**src/rtl/flash_adc_seq.sv**
```systemverilog
// Flash ADC conversion sequencer: sample strobe, settle, capture, encode, handshake.
// Optional bubble correction is enabled by defining FLASH_ADC_BUBBLE_CORR_EN.
module flash_adc_seq #(
  parameter int unsigned SETTLE_CYC = 2
) (
  input  logic        clk,
  input  logic        rst,
  input  logic        start,
  input  logic        cont,
  input  logic [31:0] comp_low,
  input  logic        code_ready,
  output logic        sample_en,
  output logic        busy,
  output logic [4:0]  code,
  output logic        code_valid,
  output logic        ovr,
  output logic        under,
  output logic [15:0] conv_cnt
);

  typedef enum logic [2:0] {
    S_IDLE,
    S_SAMPLE,
    S_SETTLE,
    S_CAPTURE,
    S_ENCODE,
    S_OUTPUT
  } state_t;

  localparam logic [3:0] SETTLE_LD =
    (SETTLE_CYC == 0) ? 4'd0 : 4'(SETTLE_CYC - 1);

  state_t      state, state_nx;
  logic [3:0]  settle_cnt;
  logic [31:0] t_q;
  logic [31:0] t_cor;
  logic [4:0]  enc_code;
  logic        xfer;

  assign xfer       = (state == S_OUTPUT) && code_ready;
  assign sample_en  = (state == S_SAMPLE);
  assign busy       = (state != S_IDLE);
  assign code_valid = (state == S_OUTPUT);

  always_comb begin
    state_nx = state;
    unique case (state)
      S_IDLE:    if (start) state_nx = S_SAMPLE;
      S_SAMPLE:  state_nx = (SETTLE_CYC == 0) ? S_CAPTURE : S_SETTLE;
      S_SETTLE:  if (settle_cnt == 4'd0) state_nx = S_CAPTURE;
      S_CAPTURE: state_nx = S_ENCODE;
      S_ENCODE:  state_nx = S_OUTPUT;
      S_OUTPUT:  if (code_ready) state_nx = cont ? S_SAMPLE : S_IDLE;
      default:   state_nx = S_IDLE;
    endcase
  end

  always_ff @(posedge clk or posedge rst) begin
    if (rst) state <= S_IDLE;
    else     state <= state_nx;
  end

  always_ff @(posedge clk or posedge rst) begin
    if (rst)                     settle_cnt <= 4'd0;
    else if (state == S_SAMPLE)  settle_cnt <= SETTLE_LD;
    else if (state == S_SETTLE)  settle_cnt <= settle_cnt - 4'd1;
  end

  always_ff @(posedge clk or posedge rst) begin
    if (rst)                     t_q <= 32'd0;
    else if (state == S_CAPTURE) t_q <= ~comp_low;
  end

`ifdef FLASH_ADC_BUBBLE_CORR_EN
  // Pad with t[-1]=1 below and t[32]=0 above for the 3-input majority vote
  logic [33:0] t_ext;
  assign t_ext = {1'b0, t_q, 1'b1};
  always_comb begin
    t_cor = '0;
    for (int i = 0; i < 32; i++) begin
      t_cor[i] = (t_ext[i] & t_ext[i+1]) |
                 (t_ext[i+1] & t_ext[i+2]) |
                 (t_ext[i] & t_ext[i+2]);
    end
  end
`else
  assign t_cor = t_q;
`endif

  always_comb begin
    enc_code = 5'd0;
    for (int i = 0; i < 32; i++) begin
      if (t_cor[i]) enc_code = 5'(i);
    end
  end

  always_ff @(posedge clk or posedge rst) begin
    if (rst) begin
      code  <= 5'd0;
      ovr   <= 1'b0;
      under <= 1'b0;
    end else if (state == S_ENCODE) begin
      code  <= enc_code;
      ovr   <= t_cor[31];
      under <= ~(|t_cor);
    end
  end

  always_ff @(posedge clk or posedge rst) begin
    if (rst)       conv_cnt <= 16'd0;
    else if (xfer) conv_cnt <= conv_cnt + 16'd1;
  end

endmodule

```
**config.mk**
```make
export PLATFORM = sky130hd
export DESIGN_NAME = flash_adc_seq
export DESIGN_NICKNAME = d
export VERILOG_FILES = /design/src/rtl/flash_adc_seq.sv
export SDC_FILE = /design/constraint.sdc
export NUM_CORES = 1
export LEC_CHECK = 0
export ABC_AREA = 0
export CORE_MARGIN = 2
export CORE_UTILIZATION = 45
export DETAILED_ROUTE_END_ITERATION = 8
export GPL_TIMING_DRIVEN = 1
export PLACE_DENSITY = 0.82
export SYNTH_ARGS = -nofsm -noshare
export SYNTH_HDL_FRONTEND = slang
export SYNTH_SLANG_ARGS = --single-unit
export TNS_END_PERCENT = 20
```
**constraint.sdc**
```tcl
create_clock -name clk -period 1.9 [get_ports clk]
set_clock_uncertainty 0.05 [all_clocks]
set_input_delay 0.38 -clock clk [delete_from_list [all_inputs] [get_ports clk]]
set_output_delay 0.38 -clock clk [all_outputs]
set_load 0.05 [all_outputs]
```
==> impl_results.md, run 1 <==
- DIE HEIGHT: between 80 and 90 um
- Fin crit period: 1860 ps
- Clock Tree Root: clkbuf_8
- Final setup viols: 0
- Critical path class: flop to output pin
- Final slew viol count: 0
- Met2 wire len: about 3000 um
- Antenna violations before repair: 0
- Detailed placer's ending HPWL: 4420 um
- Psw: 2.26 mW
- Global-route wire length before repair: approximately 11000 um
- Synth Net Count: 329
- Clock transition at path regs: 70 ps
- Total negative slack: 0 ps
- Least-Margin Pin Slew: 447 ps
- Req. time, crit path: 1470 ps
- Combinational share of power: 39.6%
- CP Capture Type: output pin
- Post-route antenna net violation count: 0
- CP Data Arrival Time: 1430 ps
- Worst path slowest cell: dfrtp_1
- Area of the multi-input gates: around 1200 um^2
- DIE AREA: 6960 um^2
- Crit start category: flop
- Vias/cell: 5.29
- Routability cong.: slightly below 0.8
- CTS tree: yes
- Vias in the first global route: ~2400
- Distinct cells, synth: a little over 40
- Maxcap violations: 0
- Crit path from: state[1]
- Flops & latches, synth: just over 60
- Status: complete, no violations
- FF/Latch Area: between 1500 and 2000 um^2
- Cell-by-cell trace of the critical path: buf_6 -> or3_4 -> buf_6
- Initial DRC Count: 130
- Highest routed metal layer: met4
- Fillers: 519
- PortBufs: 62
- Most common cell on crit path: buf_6
- Gr ovfl total: 0
- CTS Buf Count: 9
- Seq/Total Area, Yosys: 54.6%
- Final net count: 406
- Synth warnings: 0
- CTS Sinks: 62
- Initial core utilization: 47.1%
- Synth Instances: 290
- Placed Area: 3580 um^2
- Residual DRC: 0
- Sequential power share: 42.8%
- Pin count of the biggest net entering global routing: 66
- Layout Cell Area excl Fill: 3780 um^2
- FF-to-FF Start: state[0]
- Drt pass-1 iters: 4
- Met1 wire length: 2710 um
- Worst VDD drop: roughly 710 uV
- Power Density: around 1400 nW/um^2
- Max clock buf depth: 2
- CP peak stage delay: 420 ps
- H-tree lvl count: 3
- Rows: 28
- Final cycle utilization of the critical path: 97.7%
- Total number of vias: 2358
- Switching Share: 41.8%
- Hold buffer count at cts: 0
- P_int: approximately 3.1 mW
- Fmax: ~0.54 GHz
- Tot GR Track Use: 19.4%
- Inserted Diodes: 0
- Worst Hold Class: input port to async pin
- Clock latency on the worst-skew pair: approximately 330 ps
- Die W: 83.4 um
- Core area: 6030 um^2
- Drt total wl: between 6000 and 7000 um
- Top-level I/O count: between 60 and 70
- WL/cell: 14.0 um
- Mean Syn Cell Area: 9.79 um^2
- Share of cells above drive strength 1: 18.3%
- Post-Syn Area: ~2800 um^2
- RSZ-0062 raised after global routing: yes
- Headroom to the max-slew limit: 69.4%
- Crit Path Max Fanout: 8
- Layout area overhead: 33.1%
- Final Hold Fails: 0
- Leakage power: 1.70 nW
- Wire length on met3: between 300 and 400 um
- Power share of the clock group: 17.6%
placed cells by master (no fill, tap or decap), types with 9 or more instances in the layout:
cell type        count
dfrtp_1             62
clkdlybuf4s50_1     36
xnor2_1             12
a21oi_1             11
inv_1               11
o21ai_0             45
buf_4               36
nor2_1              20
nand2_1             42
nand3_1             11
clkbuf_8             9
path summary, 6_finish.rpt:
path | end | slack (ps) | depth (start not counted)
min in group clk | conv_cnt[15] | 440 | 1
worst min register to register | conv_cnt[15] | 440 | 1
max in group asynchronous | conv_cnt[4] | 1090 | 3
worst min-delay path | conv_cnt[13] | 410 | 3
worst max register to register | ovr | 210 | 4
worst max-delay path | busy | 40 | 3
per-stage QoR:
stage / worst slack (ps) / util (%) / total power [mW] / cells / hold WS, ps
4_1_cts: -1.14 / 62.2 / 5.36 / 444 / 429
3_5_place_dp: -115 / 59.4 / 4.37 / 428 / 421
5_1_grt: -19.8 / 62.7 / 5.84 / 446 / 441
6_report: 44.6 / 62.7 / 5.40 / 446 / 406
3_3_place_gp: -98.5 / 59.4 / 4.27 / 428 / 418
2_1_floorplan: 27.8 / - / 3.67 / 290 / 391
power groups by stage:
stage	logic, mW	registers (mW)	clock network [mW]
2_1_floorplan	1.24	2.43	0
3_5_place_dp	2.05	2.32	0
6_report	2.14	2.31	0.952
3_3_place_gp	1.97	2.30	0
5_1_grt	2.41	2.38	1.05
4_1_cts	2.09	2.30	0.977
critical path: cells and delay by family (launching register included):
kind / cells / cell delay (ps)
flops: 1 / 420
buf+inv: 2 / 310
simple gates: 1 / 360
metal layers:
layer	vias up	track usage (%)
met4	0	6.74
li1	1170	-
met1	1118	23.8
met5	-	0
met3	6	6.56
met2	64	32.3
cells by family after synthesis:
logic type      synth area share (%)
simple gates                    20.3
compound gates                  14.5
flops                           54.6
buf+inv                         3.96
xor+xnor                        4.93
mux                            0.793
fa+ha+maj                      0.881
state kept, by name (all words and copies together), names as in the netlist:
| register | cells |
|---|---|
| conv_cnt | 16 |
| under | 1 |
| t_cor | 32 |
| state | 3 |
| settle_cnt | 4 |
| code | 5 |
| ovr | 1 |
area by class of cell:
type / count / share of cell area, %
multi-input combinational: 203 / 31.5
timing repair buffer: 78 / 19.4
tap: 75 / 2.48
sequential: 62 / 41.0
clock inverter: 4 / 0.662
clock buffer: 11 / 3.48
inverter: 13 / 1.39
cell usage after synthesis:
library cell  number  area [um^2]
a2111oi_0          3         26.3
a21boi_0           2         15.0
a21oi_1           11         55.1
a22oi_1            1         7.51
a31oi_1            2         12.5
a41oi_1            1         8.76
and3_1             4         25.0
and3_4             1         11.3
and4b_1            1         10.0
buf_4              1         7.51
buf_6              2         22.5
clkbuf_1           9         33.8
dfrtp_1           62         1550
ha_1               2         25.0
inv_1             13         48.8
mux2_2             2         22.5
nand2_1           42          158
nand2b_1           1         6.26
nand3_1           11         55.1
nand3b_1           2         15.0
nand4_1            3         18.8
nand4_4            1         21.3
nor2_1            20         75.1
nor2_2             1         6.26
nor2b_1            2         12.5
nor3_1             9         45.0
nor3b_4            1         18.8
nor4_1             6         37.5
nor4_2             1         12.5
nor4_4             1         21.3
o2111ai_1          1         8.76
o211ai_1           1         7.51
o21a_1             2         15.0
o21ai_0           45          225
o22ai_1            1         6.26
o31ai_1            1         7.51
o41ai_2            1         16.3
or3_1              2         12.5
or4_1              2         15.0
xnor2_1           12          105
xor2_1             4         35.0
repair_timing:
action	CTS	global route
endpoints found under the setup margin	2	3
pin swaps	0	0
resized for setup	1	4
buffers inserted	1	2
No activity file was read; power rests on OpenSTA's default activity.
==> inputs of run 2 (changes only) <==
--- a/config.mk
+++ b/config.mk
@@ -7,10 +7,12 @@
 export LEC_CHECK = 0
 export ABC_AREA = 0
 export CORE_MARGIN = 2
-export CORE_UTILIZATION = 45
+export CORE_UTILIZATION = 56
 export DETAILED_ROUTE_END_ITERATION = 8
+export DONT_BUFFER_PORTS = 1
 export GPL_TIMING_DRIVEN = 1
-export PLACE_DENSITY = 0.82
+export PLACE_DENSITY = 0.81
+export REMOVE_ABC_BUFFERS = 1
 export SYNTH_ARGS = -nofsm -noshare
 export SYNTH_HDL_FRONTEND = slang
 export SYNTH_SLANG_ARGS = --single-unit
==> run 2 against run 1 <==
Net effect:
- non-clock buffer count down 55
- register-to-register slack worse by 70 ps
- combinational power down 20%
- via count down 10%
- power up 0.18%
- sequential share of layout area up 6.1 points
- cell count down 14%
- setup slack better by 41 ps
- fmax up 2.2%
- hold slack worse by 310 ps
- critical path type unchanged
- critical endpoint unchanged
==> impl_results.md, run 2 (synthesis gave the netlist of run 1 again) <==
- Gr ovfl total: 0 (unchanged)
- Worst path slowest cell: or3_4 (was dfrtp_1)
- Routability cong.: 0.825 (was 0.789)
- Global-route wire length before repair: 9110 um (was 10800 um)
- Drt pass-1 iters: 4 (unchanged)
- Post-route antenna net violation count: 0 (unchanged)
- Final Hold Fails: 0 (unchanged)
- FF-to-FF Start: state[1] (was state[0])
- CTS tree: yes (unchanged)
- Tot GR Track Use: 21.9% (was 19.4%)
- Crit start category: flop (unchanged)
- Clock transition at path regs: 70 ps (about the same)
- Headroom to the max-slew limit: 65.0% (was 69.4%)
- Hold path start: comp_low[25]
- Vias/cell: 5.52 (was 5.29)
- Final slew viol count: 0 (unchanged)
- Least-Margin Pin Slew: 526 ps (was 447 ps)
- CP Capture Type: output pin (unchanged)
- CTS Sinks: 62 (unchanged)
- RSZ-0062 raised after global routing: no (was yes)
- Setup bufs post-CTS: 0 (was 1)
- Die W: 75.2 um (was 83.4 um)
- Final net count: 351 (was 406)
- Worst VDD drop: 930 uV (was 710 uV)
- Final cycle utilization of the critical path: 95.5% (was 97.7%)
- Crit Path Max Fanout: 15 (was 8)
- Layout area overhead: 15.8% (was 33.1%)
- Top-level I/O count: 63 (unchanged)
- Worst r2r path cells: 6 (was 4)
- Max clock buf depth: 2 (unchanged)
- Initial core utilization: 59.0% (was 47.1%)
- Clock latency on the worst-skew pair: 340 ps (was 330 ps)
- Antenna violations before repair: 0 (unchanged)
- Power Density: 1650 nW/um^2 (was 1430 nW/um^2)
- H-tree lvl count: 3 (unchanged)
- WHS Endpoint: t_cor[25]
- Detailed placer's ending HPWL: 4150 um (was 4420 um)
- Maxcap violations: 0 (unchanged)
- DIE AREA: 5660 um^2 (was 6960 um^2)
- Worst Hold Class: input port to flop (was input port to async pin)
- Critical path class: flop to output pin (unchanged)
- Share of cells above drive strength 1: 15.8% (was 18.3%)
- Fin crit period: 1810 ps (was 1860 ps)
- DIE HEIGHT: 75.2 um (was 83.4 um)
- Initial DRC Count: 92 (was 130)
- Total number of vias: 2118 (was 2358)
- CP Data Arrival Time: 1380 ps (was 1430 ps)
- R2r endpoint: under (was ovr)
- Pin count of the biggest net entering global routing: 47 (was 66)
- Residual DRC: 0 (unchanged)
- Req. time, crit path: 1470 ps (about the same)
- PortBufs: 0 (was 62)
- Drt total wl: 5700 um (was 6240 um)
- WL/cell: 14.8 um (was 14.0 um)
- Final setup viols: 0 (unchanged)
- Fmax: 0.551 GHz (was 0.539 GHz)
- Post-Place Worst Slack: 147 ps (was -115 ps)
- Status: complete, no violations (unchanged)
- Inserted Diodes: 0 (unchanged)
- Hold WS: 93.7 ps (was 406 ps)
- CP peak stage delay: 490 ps (was 420 ps)
- Clock Tree Root: clkbuf_8 (unchanged)
- Leakage power: 1.49 nW (was 1.70 nW)
- Largest register FFs: 32 (unchanged)
- Final WS setup: 85.2 ps (was 44.6 ps)
- Vias in the first global route: 1999 (was 2394)
- Most common cell after layout, fill and taps aside: dfrtp_1 (unchanged)
- CTS Buf Count: 9 (unchanged)
- Rows: 25 (was 28)
- Cell-by-cell trace of the critical path: buf_4 -> or3_4 (was buf_6 -> or3_4 -> buf_6)
- Core area: 4820 um^2 (was 6030 um^2)
- Most frequent cells in the layout: dfrtp_1, o21ai_0, nand2_1 (unchanged)
- Worst reg-to-reg setup slack: 140 ps (was 210 ps)
- Hold path depth: 1
==> run 2: changes by cell type in the layout (fill, tap and decap cells not counted), sizes merged <==
cell	delta
dlygate4sd3	+1
buf	-20
clkbuf	-1
bufinv	+2
clkinvlp	-1
clkdlybuf4s50	-36
inv	+1
==> run 2: power by group <==
group / switching, mW / internal [mW] / total [mW]
registers: 0.629 / 1.79 / 2.42
logic: 1.05 / 0.653 / 1.71
clock network: 0.517 / 0.769 / 1.29
==> run 2: how the worst max path moves through the flow <==
stage | start | endpoint | slack, ps | cells past startpoint
2_1_floorplan | state[0] | sample_en | -210 | 2
3_3_place_gp | state[1] | under | 220 | 6
3_5_place_dp | state[1] | under | 150 | 6
4_1_cts | state[1] | code_valid | 30 | 4
5_1_grt | state[1] | under | 10 | 6
6_report | state[2] | busy | 90 | 2
==> run 2: layout make-up <==
class | instances | area [um^2]
fillers | 398 | 1530
well taps | 67 | 83.8
clock buffers | 10 | 138
inverters | 13 | 48.8
flip-flops and latches | 62 | 1550
repair buffers | 23 | 191
clock inverters | 6 | 85.1
multi-input cells | 203 | 1190
==> run 2: through the flow <==
step	setup TNS, ps	area, um^2	cells	util, %	power (mW)
finish	0	3290	384	68.3	5.41
global route	0	3290	384	68.3	5.83
CTS	0	3280	384	68.0	5.42
floorplan	-6410	2780	278	-	3.58
detailed placement	0	3040	367	63.1	4.10
global placement	0	3040	367	63.1	4.02
==> run 2: per-layer routing <==
layer	global-route usage (%)	up-vias	share of wire (%)
met1	28.2	975	45
met2	33.6	64	46
li1	-	1068	-
met3	7.36	11	6.8
met4	10.5	0	1.8
met5	0	-	0
==> run 2: worst max-delay path: cells and delay by family (launching register included) <==
family                 cells  cell delay, ps
AND/OR/NAND/NOR            1             490
flip-flops                 1             380
buffers and inverters      1             180
==> run 2: timing repair <==
| action | 4_1_cts | 5_1_grt |
|---|---|---|
| endpoints found under the setup margin | 1 | 3 |
| hold buffers | 1 | 0 |
| hold endpoints to repair | 16 | 0 |
| gates resized for setup | 1 | 3 |
| cloned | 0 | 0 |
